<file path="src/rtl/tag_attribute_sequencer.sv">
// -----------------------------------------------------------------------------
// tag_attribute_sequencer
//
// Drives attribute extraction for one HTML start tag. After the tag-name
// stage pulses tag_start, this block skips whitespace, enables the external
// attribute parser once per attribute, and collects each finished
// (type, value) pair. Each pair becomes one indexed write to the tag's
// attribute table. A '>' closes the tag and produces a tag_done pulse.
//
// Ports
//   clock, reset_n          : single clock, asynchronous active-low reset
//   tag_start               : one-cycle pulse, tag name consumed
//   char, char_valid        : incoming stream character
//   char_ready              : character consumed when char_valid && char_ready
//   attr_enable             : parser state_enable (low clears the parser)
//   attr_finished           : parser has_finished
//   attr_type, attr_value   : parser result
//   out_valid               : one-cycle attribute table write strobe
//   out_index               : table slot for the write
//   out_type, out_value     : table write data (registered, held stable)
//   tag_done                : one-cycle pulse, tag closed
//   attr_count              : attributes written for the current tag
//   error                   : sticky until the next tag_start
//   dbg_state               : current FSM state (debug visibility)
//
// Stream handshake: a character moves from the reader to this block on a
// rising clock edge where char_valid && char_ready are both high. The reader
// holds char stable while char_valid is high and char_ready is low. char_ready
// depends only on the current state and on char/char_valid, never on
// attr_finished.
// -----------------------------------------------------------------------------
module tag_attribute_sequencer #(
    parameter  int TYPE_W         = 4,
    parameter  int VAL_W          = 16,
    parameter  int MAX_ATTRS      = 8,
    parameter  int MAX_ATTR_CHARS = 32,
    localparam int IDX_W          = $clog2(MAX_ATTRS),
    localparam int CC_W           = $clog2(MAX_ATTR_CHARS + 1)
) (
    input  logic              clock,
    input  logic              reset_n,
    input  logic              tag_start,
    input  logic [7:0]        char,
    input  logic              char_valid,
    output logic              char_ready,
    output logic              attr_enable,
    input  logic              attr_finished,
    input  logic [TYPE_W-1:0] attr_type,
    input  logic [VAL_W-1:0]  attr_value,
    output logic              out_valid,
    output logic [IDX_W-1:0]  out_index,
    output logic [TYPE_W-1:0] out_type,
    output logic [VAL_W-1:0]  out_value,
    output logic              tag_done,
    output logic [IDX_W:0]    attr_count,
    output logic              error,
    output logic [2:0]        dbg_state
);

    typedef enum logic [2:0] {
        S_IDLE    = 3'd0,
        S_SKIP_WS = 3'd1,
        S_ATTR    = 3'd2,
        S_FLUSH   = 3'd3,
        S_COMMIT  = 3'd4,
        S_DONE    = 3'd5
    } state_e;

    localparam logic [7:0]   CH_GT    = 8'h3E;
    localparam logic [IDX_W:0] ATTR_MAX = (IDX_W + 1)'(MAX_ATTRS);
    localparam logic [CC_W-1:0] CHAR_MAX = CC_W'(MAX_ATTR_CHARS);

    state_e              state_q, state_d;
    logic [IDX_W:0]      attr_count_q, attr_count_d;
    logic                error_q, error_d;
    logic [CC_W-1:0]     char_cnt_q, char_cnt_d;
    logic                end_tag_q, end_tag_d;
    logic                wr_pend_q, wr_pend_d;
    logic                flush_cnt_q, flush_cnt_d;
    logic [TYPE_W-1:0]   type_q, type_d;
    logic [VAL_W-1:0]    value_q, value_d;

    logic                gt_in;

    function automatic logic is_ws(input logic [7:0] c);
        return (c == 8'h20) || (c == 8'h09) || (c == 8'h0A) || (c == 8'h0D);
    endfunction

    always_ff @(posedge clock or negedge reset_n) begin
        if (!reset_n) begin
            state_q      <= S_IDLE;
            attr_count_q <= '0;
            error_q      <= 1'b0;
            char_cnt_q   <= '0;
            end_tag_q    <= 1'b0;
            wr_pend_q    <= 1'b0;
            flush_cnt_q  <= 1'b0;
            type_q       <= '0;
            value_q      <= '0;
        end else begin
            state_q      <= state_d;
            attr_count_q <= attr_count_d;
            error_q      <= error_d;
            char_cnt_q   <= char_cnt_d;
            end_tag_q    <= end_tag_d;
            wr_pend_q    <= wr_pend_d;
            flush_cnt_q  <= flush_cnt_d;
            type_q       <= type_d;
            value_q      <= value_d;
        end
    end

    always_comb begin
        state_d      = state_q;
        attr_count_d = attr_count_q;
        error_d      = error_q;
        char_cnt_d   = char_cnt_q;
        end_tag_d    = end_tag_q;
        wr_pend_d    = wr_pend_q;
        flush_cnt_d  = flush_cnt_q;
        type_d       = type_q;
        value_d      = value_q;
        char_ready   = 1'b0;
        attr_enable  = 1'b0;
        out_valid    = 1'b0;
        tag_done     = 1'b0;
        gt_in        = char_valid && (char == CH_GT);

        case (state_q)
            S_IDLE: begin
                if (tag_start) begin
                    attr_count_d = '0;
                    error_d      = 1'b0;
                    state_d      = S_SKIP_WS;
                end
            end

            S_SKIP_WS: begin
                if (char_valid) begin
                    if (is_ws(char)) begin
                        char_ready = 1'b1;
                    end else if (char == CH_GT) begin
                        char_ready = 1'b1;
                        state_d    = S_DONE;
                    end else begin
                        // Leave the character in place so the parser sees it
                        // as the first character of the attribute.
                        char_cnt_d = '0;
                        end_tag_d  = 1'b0;
                        wr_pend_d  = 1'b0;
                        state_d    = S_ATTR;
                    end
                end
            end

            S_ATTR: begin
                attr_enable = 1'b1;
                char_ready  = 1'b1;
                if (char_valid && (char_cnt_q != CHAR_MAX)) begin
                    char_cnt_d = char_cnt_q + 1'b1;
                end
                if (attr_finished) begin
                    type_d    = attr_type;
                    value_d   = attr_value;
                    wr_pend_d = 1'b1;
                    end_tag_d = gt_in;
                    state_d   = S_COMMIT;
                end else if (gt_in) begin
                    // Tag closed before the parser reported: give it a short
                    // window to finish (e.g. a value terminated by '>').
                    flush_cnt_d = 1'b0;
                    state_d     = S_FLUSH;
                end else if (!char_valid) begin
                    error_d   = 1'b1;
                    wr_pend_d = 1'b0;
                    end_tag_d = 1'b0;
                    state_d   = S_COMMIT;
                end else if (char_cnt_d == CHAR_MAX) begin
                    error_d   = 1'b1;
                    wr_pend_d = 1'b0;
                    end_tag_d = 1'b0;
                    state_d   = S_COMMIT;
                end
            end

            S_FLUSH: begin
                attr_enable = 1'b1;
                if (attr_finished) begin
                    type_d    = attr_type;
                    value_d   = attr_value;
                    wr_pend_d = 1'b1;
                    end_tag_d = 1'b1;
                    state_d   = S_COMMIT;
                end else if (flush_cnt_q) begin
                    // Parser never finished: treat as a valueless (boolean)
                    // attribute and drop it without flagging an error.
                    state_d = S_DONE;
                end else begin
                    flush_cnt_d = 1'b1;
                end
            end

            S_COMMIT: begin
                // attr_enable stays low here, which clears the parser
                // between attributes.
                if (wr_pend_q) begin
                    if (attr_count_q < ATTR_MAX) begin
                        out_valid    = 1'b1;
                        attr_count_d = attr_count_q + 1'b1;
                    end else begin
                        error_d = 1'b1;
                    end
                end
                wr_pend_d = 1'b0;
                state_d   = end_tag_q ? S_DONE : S_SKIP_WS;
            end

            S_DONE: begin
                tag_done = 1'b1;
                state_d  = S_IDLE;
            end

            default: begin
                state_d = S_IDLE;
            end
        endcase
    end

    // Write slot is the count before the increment; index and data come
    // straight from registers so they are stable whenever out_valid is high.
    assign out_index  = attr_count_q[IDX_W-1:0];
    assign out_type   = type_q;
    assign out_value  = value_q;
    assign attr_count = attr_count_q;
    assign error      = error_q;
    assign dbg_state  = state_q;

endmodule

</file>
<file path="config.mk">
export PLATFORM = sky130hd
export DESIGN_NAME = tag_attribute_sequencer
export DESIGN_NICKNAME = d
export VERILOG_FILES = /design/src/rtl/tag_attribute_sequencer.sv
export SDC_FILE = /design/constraint.sdc
export NUM_CORES = 1
export LEC_CHECK = 0
export CAP_MARGIN = 25
export CORE_MARGIN = 2
export CORE_UTILIZATION = 46
export DETAILED_ROUTE_END_ITERATION = 10
export GPL_TIMING_DRIVEN = 0
export PLACE_DENSITY_LB_ADDON = 0.25
export SETUP_SLACK_MARGIN = 0.2
export SYNTH_ARGS = -nofsm -noshare
export SYNTH_HDL_FRONTEND = slang
export SYNTH_SLANG_ARGS = --single-unit
</file>
<file path="constraint.sdc">
create_clock -name clock -period 3 [get_ports clock]
set_clock_uncertainty 0.2 [all_clocks]
set_input_delay 0.9 -clock clock [delete_from_list [all_inputs] [get_ports clock]]
set_output_delay 0.9 -clock clock [all_outputs]
set_load 0.01 [all_outputs]
</file>
==> results of run 1 <==
## power by group
group,internal (uW),leakage (uW),switching (uW)
registers,701,0.000462,119
clock network,160,0.0000439,179
logic,719,0.000756,644
## stage by stage
step                      cells  setup WS, ns  hold WS, ns  cell area (sq um)
after CTS                   337        -0.150        0.310               3050
after detailed placement    324        -0.950        0.292               2880
after floorplan             206         0.150        0.267               2160
final                       337       -0.0989        0.305               3090
after global placement      324        -0.926        0.284               2890
after global routing        337        -0.148        0.316               3090
## cell type report
cell class / count / area (sq um)
Fill cell: 355 / 1330
Multi-Input combinational cell: 145 / 1180
Sequential cell: 37 / 926
Timing Repair Buffer: 71 / 693
Buffer: 15 / 101
Clock buffer: 5 / 68.8
Tap cell: 52 / 65.1
Inverter: 9 / 37.5
Clock inverter: 3 / 17.5
## kinds of logic after synthesis
| family | Yosys count |
|---|---|
| xor+xnor | 2 |
| fa+ha+maj | 3 |
| compound gates | 53 |
| flops | 37 |
| buf+inv | 24 |
| mux | 21 |
| simple gates | 66 |
## worst max-delay path: stages
cell and delay (ns):
buf_8 0.09, or3b_4 0.39, a211oi_2 0.20, o21ai_1 0.08
nand2_1 0.09, a31o_4 0.15, buf_6 0.10
## cell usage in the layout, fill, tap and decap left out, drive strengths merged, types with 3 or more instances in the layout
| master | n |
|---|---|
| or3b | 4 |
| nor3 | 6 |
| dlygate4sd2 | 7 |
| nand2b | 4 |
| a31oi | 4 |
| nor2 | 13 |
| mux2 | 20 |
| nand2 | 12 |
| o31ai | 6 |
| ha | 3 |
| clkdlybuf4s50 | 54 |
| buf | 22 |
| a21oi | 4 |
| a211oi | 4 |
| nand4 | 3 |
| nand3 | 5 |
| dfrtp | 37 |
| clkbuf | 8 |
| inv | 8 |
| o21ai | 15 |
## worst paths after layout
kind / end / slack [ns] / cells past startpoint
setup / recovery: char_ready / -0.1 / 7
hold / removal: out_type[2]$_DFFE_PN0P_ / 0.31 / 1
setup reg to reg: dbg_state[1]$_DFFE_PN0P_ / 0.60 / 7
hold reg to reg: out_type[2]$_DFFE_PN0P_ / 0.31 / 1
max in group asynchronous: attr_count[3]$_DFFE_PN0P_ / 1.60 / 1
min in group asynchronous: out_value[5]$_DFFE_PN0P_ / 0.50 / 1
## repair_timing
item,CTS,global route
pin swaps,8,1
endpoints found under the setup margin,8,7
setup buffers,5,0
endpoints found under the hold margin,0,0
resized for setup,39,8
## sequential cells by signal (all words and copies together) (netlist names)
register,flops
attr_count,4
flush_cnt_q,1
wr_pend_q,1
dbg_state,3
end_tag_q,1
out_type,4
error,1
out_value,16
char_cnt_q,6
## per-layer routing
layer | GRT usage | up-vias | share of wire
met5 | 0 | - | 0
met4 | 0.0650 | 0 | 0.013
met3 | 0.0514 | 9 | 0.073
met2 | 0.318 | 81 | 0.47
met1 | 0.263 | 913 | 0.44
li1 | - | 927 | -
## synth_stat cells, types with 2 or more instances
cell type	n
dfrtp_1	37
mux2_2	20
nor2_1	13
nand2_1	12
o21ai_0	11
inv_1	9
nor3_1	6
o31ai_1	6
clkbuf_1	5
nand3_1	5
a21oi_1	4
buf_2	4
buf_4	4
nand2b_1	4
o21ai_1	4
a211oi_1	3
a31oi_1	3
ha_1	3
nand4_1	3
or3b_1	3
and3_1	2
buf_6	2
nor4_1	2
nor4bb_1	2
o21a_1	2
or3_1	2
xor2_1	2
==> run_results.csv, run 1 <==
group,metric,value,unit
worst_hold_path,hp-class,"reg2reg",
logic_synthesis,netlist_area,2140,sq um
clock_tree,clockBufferDepth,2,
detailed_routing,drc,0,
die,core,4410,sq um
cells_and_area,layout-drive-gt1-share,0.239,
setup_path,crit_start,"char[3]",
power,p_total,2520,uW
detailed_routing,wl_per_cell,15.0,microns
logic_synthesis,synth_edf_count,0,
logic_synthesis,synth_fa_ha_area_frac,0.0175,
grt,grt_pass1_vias,1814,
clock_tree,htree_num_levels,2,
logic_synthesis,synth.top_cell.area_share,0.432,
logic_synthesis,ys_warn_count,0,
logic_synthesis,synth.area.top_cells,"dfrtp_1 (43%), mux2_2 (11%), o21ai_0 (2.6%), nor2_1 (2.3%), nand2_1 (2.1%)",
die,die_area,5220,sq um
cells_and_area,nets,320,
clock_tree,cts_tree,"built",
die,die_y,72.3,microns
logic_synthesis,ys_async_sr_fraction,1.00,
grt,grt_max_degree,38,
detailed_routing,routed_wl,5050,microns
logic_synthesis,muxShareOfSynthArea,0.110,
logic_synthesis,ys_ff_latch,37,
detailed_routing,viasPerCell,5.73,
cells_and_area,syn2layout_area_growth,44.0,%
setup_path,critPathRequiredTime,1.90,ns
timing,finalCritPeriodShare,1.03,
logic_synthesis,avgSynthCellArea,10.4,sq um
logic_synthesis,synth_seq_area_share,0.432,
logic_synthesis,synth_top_family_by_area,"compound AO/OA/AOI/OAI gates",
worst_hold_path,worstHoldStart,"out_type[2]$_DFFE_PN0P_",
grt,antenna_found_initial,0,
logic_synthesis,synth_xor_area_frac,0.00817,
clock_tree,cts_hold_buffers,0,
logic_synthesis,yosysUniqueCellTypes,60,
detailed_routing,vias,1930,
timing,finalSetupViolCount,2,
place,numPortBuffers,66,
detailed_routing,drtIter0Drc,102,
detailed_routing,drt-pass1-iter-count,4,
timing,min_period,3.10,ns
outcome,violations,"setup timing",
logic_synthesis,synthFlopType,"dfrtp_1",
setup_path,cp-start-kind,"primary input",
cells_and_area,n_antenna_cell,0,
setup_path,worstPathArrival,2.00,ns
die,floorplan.initialDensity,0.486,
logic_synthesis,synth-simple-area-share,0.183,
outcome,status,"finished, violations left",
timing,tns,-0.108,ns
die,rows,24,
power,leakagePower,0.00126,uW
setup_path,crit_type,"in2out",
grt,grt_pass1_wl,8230,microns
timing,final_hold_viol_count,0,
timing,final_max_slew_viol_count,0,
place,hpwl,3560,microns
logic_synthesis,synth_top_cell_by_area,"dfrtp_1",
timing,worst_pin_slew,0.805,ns
timing,rsz0062_at_grt,"true",
logic_synthesis,synth_compound_area_frac,0.191,
clock_tree,cts_root_buffer,"clkbuf_8",
clock_tree,clk_latency,0.29,ns
power,power.ir.vdd_worst,0.662,mV
timing,relSlewSlack,0.464,
timing,fmax,323,MHz
detailed_routing,ant_nets,0,
clock_tree,cts.sinks,37,
die,pin_count,68,
timing,fin_ws,-0.0989,ns
die,die_w,72.3,microns
clock_tree,cts_buffers,5,
grt,track_usage,0.199,
power,cellPowerDensity,817,nW/um^2
run,maxCapViolCount,0,
setup_path,r2r_start,"char_cnt_q[0]$_DFFE_PN0P_",
cells_and_area,fin_util,0.699,
setup_path,crit_fanout,2,
place,gp_congestion,0.842,
setup_path,end_kind,"output port",
grt,overflow,0,
logic_synthesis,syn_nets,242,
clock_tree,path_clk_slew,0.07,ns
logic_synthesis,synthCells,206,
(Power assumes the default switching activity.)
==> inputs of run 2 (changes only) <==
--- a/config.mk
+++ b/config.mk
@@ -6,11 +6,14 @@
 export NUM_CORES = 1
 export LEC_CHECK = 0
 export CAP_MARGIN = 25
+export CELL_PAD_IN_SITES_DETAIL_PLACEMENT = 1
+export CELL_PAD_IN_SITES_GLOBAL_PLACEMENT = 2
 export CORE_MARGIN = 2
-export CORE_UTILIZATION = 46
+export CORE_UTILIZATION = 28
 export DETAILED_ROUTE_END_ITERATION = 10
 export GPL_TIMING_DRIVEN = 0
 export PLACE_DENSITY_LB_ADDON = 0.25
+export RECOVER_POWER = 100
 export SETUP_SLACK_MARGIN = 0.2
 export SYNTH_ARGS = -nofsm -noshare
 export SYNTH_HDL_FRONTEND = slang
==> run_results.csv, run 2 (synthesis gave the netlist of run 1 again) <==
group,metric,value,unit
setup_path,reg2regPathDepth,7,
power,power.ir.vdd_worst,0.462,mV
cells_and_area,seq_area,926,sq um
timing,finalCritPeriodShare,1.04,
power,cellPowerDensity,852,nW/um^2
timing,min_period,3.12,ns
timing,relSlewSlack,0.347,
grt,antenna_found_initial,0,
timing,worst_pin_slew,0.979,ns
worst_hold_path,min_delay_path_depth,1,
grt,grt_pass1_wl,10300,microns
grt,grt_pass1_vias,1993,
timing,final_hold_viol_count,0,
cells_and_area,multi_input_area,1180,sq um
grt,grt_max_degree,38,
place,gp_congestion,0.759,
cells_and_area,nets,325,
cells_and_area,largest_reg_flops,16,
die,floorplan.initialDensity,0.292,
timing,fin_ws,-0.118,ns
die,die_w,91.5,microns
place,hpwl,4470,microns
cells_and_area,n_antenna_cell,0,
worst_hold_path,hp-class,"reg2reg",
timing,final_max_slew_viol_count,0,
run,maxCapViolCount,0,
setup_path,critPathRequiredTime,1.90,ns
timing,tns,-0.118,ns
outcome,status,"finished, violations left",
detailed_routing,viasPerCell,5.07,
setup_path,crit_type,"in2out",
clock_tree,cts_root_buffer,"clkbuf_8",
detailed_routing,drtIter0Drc,56,
detailed_routing,vias,1974,
setup_path,end_kind,"output port",
setup_path,path_cells,"buf_8, or3b_4, a211oi_2, o21ai_1, nand2_1, a31o_4, buf_6",
setup_path,cp-start-kind,"primary input",
place,pre_cts_ws,-0.970,ns
power,leakagePower,0.00133,uW
setup_path,slowest_stage,"or3b_4",
timing,finalSetupViolCount,1,
detailed_routing,drt-pass1-iter-count,4,
clock_tree,path_clk_slew,0.08,ns
clock_tree,htree_num_levels,2,
die,die_y,91.5,microns
timing,hold_ws,0.305,ns
cells_and_area,final_common_cell,"clkdlybuf4s50_1",
timing,fmax,321,MHz
cells_and_area,final_cell_mix,"clkdlybuf4s50_1 (53), dfrtp_1 (37), mux2_2 (20)",
cells_and_area,fin_util,0.442,
outcome,violations,"setup timing",
clock_tree,cts_tree,"built",
timing,rsz0062_at_grt,"true",
cells_and_area,fillers,824,
detailed_routing,wl_per_cell,16.4,microns
grt,overflow,0,
setup_path,worstPathArrival,2.02,ns
die,core,7330,sq um
cells_and_area,layout-drive-gt1-share,0.255,
detailed_routing,ant_nets,0,
clock_tree,clk_latency,0.29,ns
clock_tree,clockBufferDepth,2,
clock_tree,cts.sinks,37,
die,die_area,8370,sq um
place,numPortBuffers,66,
die,rows,31,
cells_and_area,syn2layout_area_growth,51.0,%
die,pin_count,68,
detailed_routing,drc,0,
grt,track_usage,0.154,
detailed_routing,routed_wl,6380,microns
clock_tree,cts_buffers,5,
setup_path,crit_fanout,4,
setup_path,slowest_delay,0.39,ns
run 2: report_power, final:
| part | switching, uW | leakage, uW | internal [uW] | total, uW |
|---|---|---|---|---|
| sequential | 130 | 0.000462 | 701 | 830 |
| combinational | 671 | 0.000802 | 727 | 1400 |
| clock | 193 | 0.0000687 | 335 | 528 |
run 2: critical path, delay by kind of cell:
family | cells | cell delay [ns]
AND/OR/NAND/NOR | 2 | 0.47
AO/OA/AOI/OAI | 3 | 0.44
buffers and inverters | 2 | 0.20
run 2: worst paths after layout:
check                                       endpoint                       from  slack, ns
setup reg to reg            dbg_state[1]$_DFFE_PN0P_  char_cnt_q[0]$_DFFE_PN0P_       0.56
min in group asynchronous  char_cnt_q[3]$_DFFE_PN0P_                    reset_n       0.56
hold / removal               out_type[2]$_DFFE_PN0P_    out_type[2]$_DFFE_PN0P_       0.31
max in group asynchronous  attr_count[1]$_DFFE_PN0P_                    reset_n       1.44
setup / recovery                          char_ready                    char[1]      -0.12
hold reg to reg              out_type[2]$_DFFE_PN0P_    out_type[2]$_DFFE_PN0P_       0.31
run 2: what timing repair did:
item	4_1_cts	5_1_grt
gates cloned	0	0
endpoints found under the setup margin	9	8
hold buffers	0	0
gates resized for setup	41	12
pin swaps	8	6
buffers inserted	7	3
run 2: area by class of cell:
class	instances	share of cell area
repair buffers	76	0.228
multi-input cells	145	0.364
clock inverters	3	0.0213
clock buffers	5	0.0213
plain buffers	15	0.0302
flip-flops and latches	37	0.286
inverters	9	0.0116
well taps	99	0.0383
run 2: per-layer routing:
metal  vias to the layer above  track usage  part of all wire
li1                        937            -                 -
met1                       980        0.210              0.48
met2                        55        0.246              0.47
met3                         2       0.0349             0.039
met4                         0       0.0417            0.0055
met5                         -            0                 0
run 2: per-stage QoR:
step,instance area (sq um),total power (uW),instances
floorplan,2160,1540,206
global placement,2940,2150,371
detailed placement,2940,2180,371
CTS,3180,2770,386
global route,3240,2950,389
finish,3240,2760,389
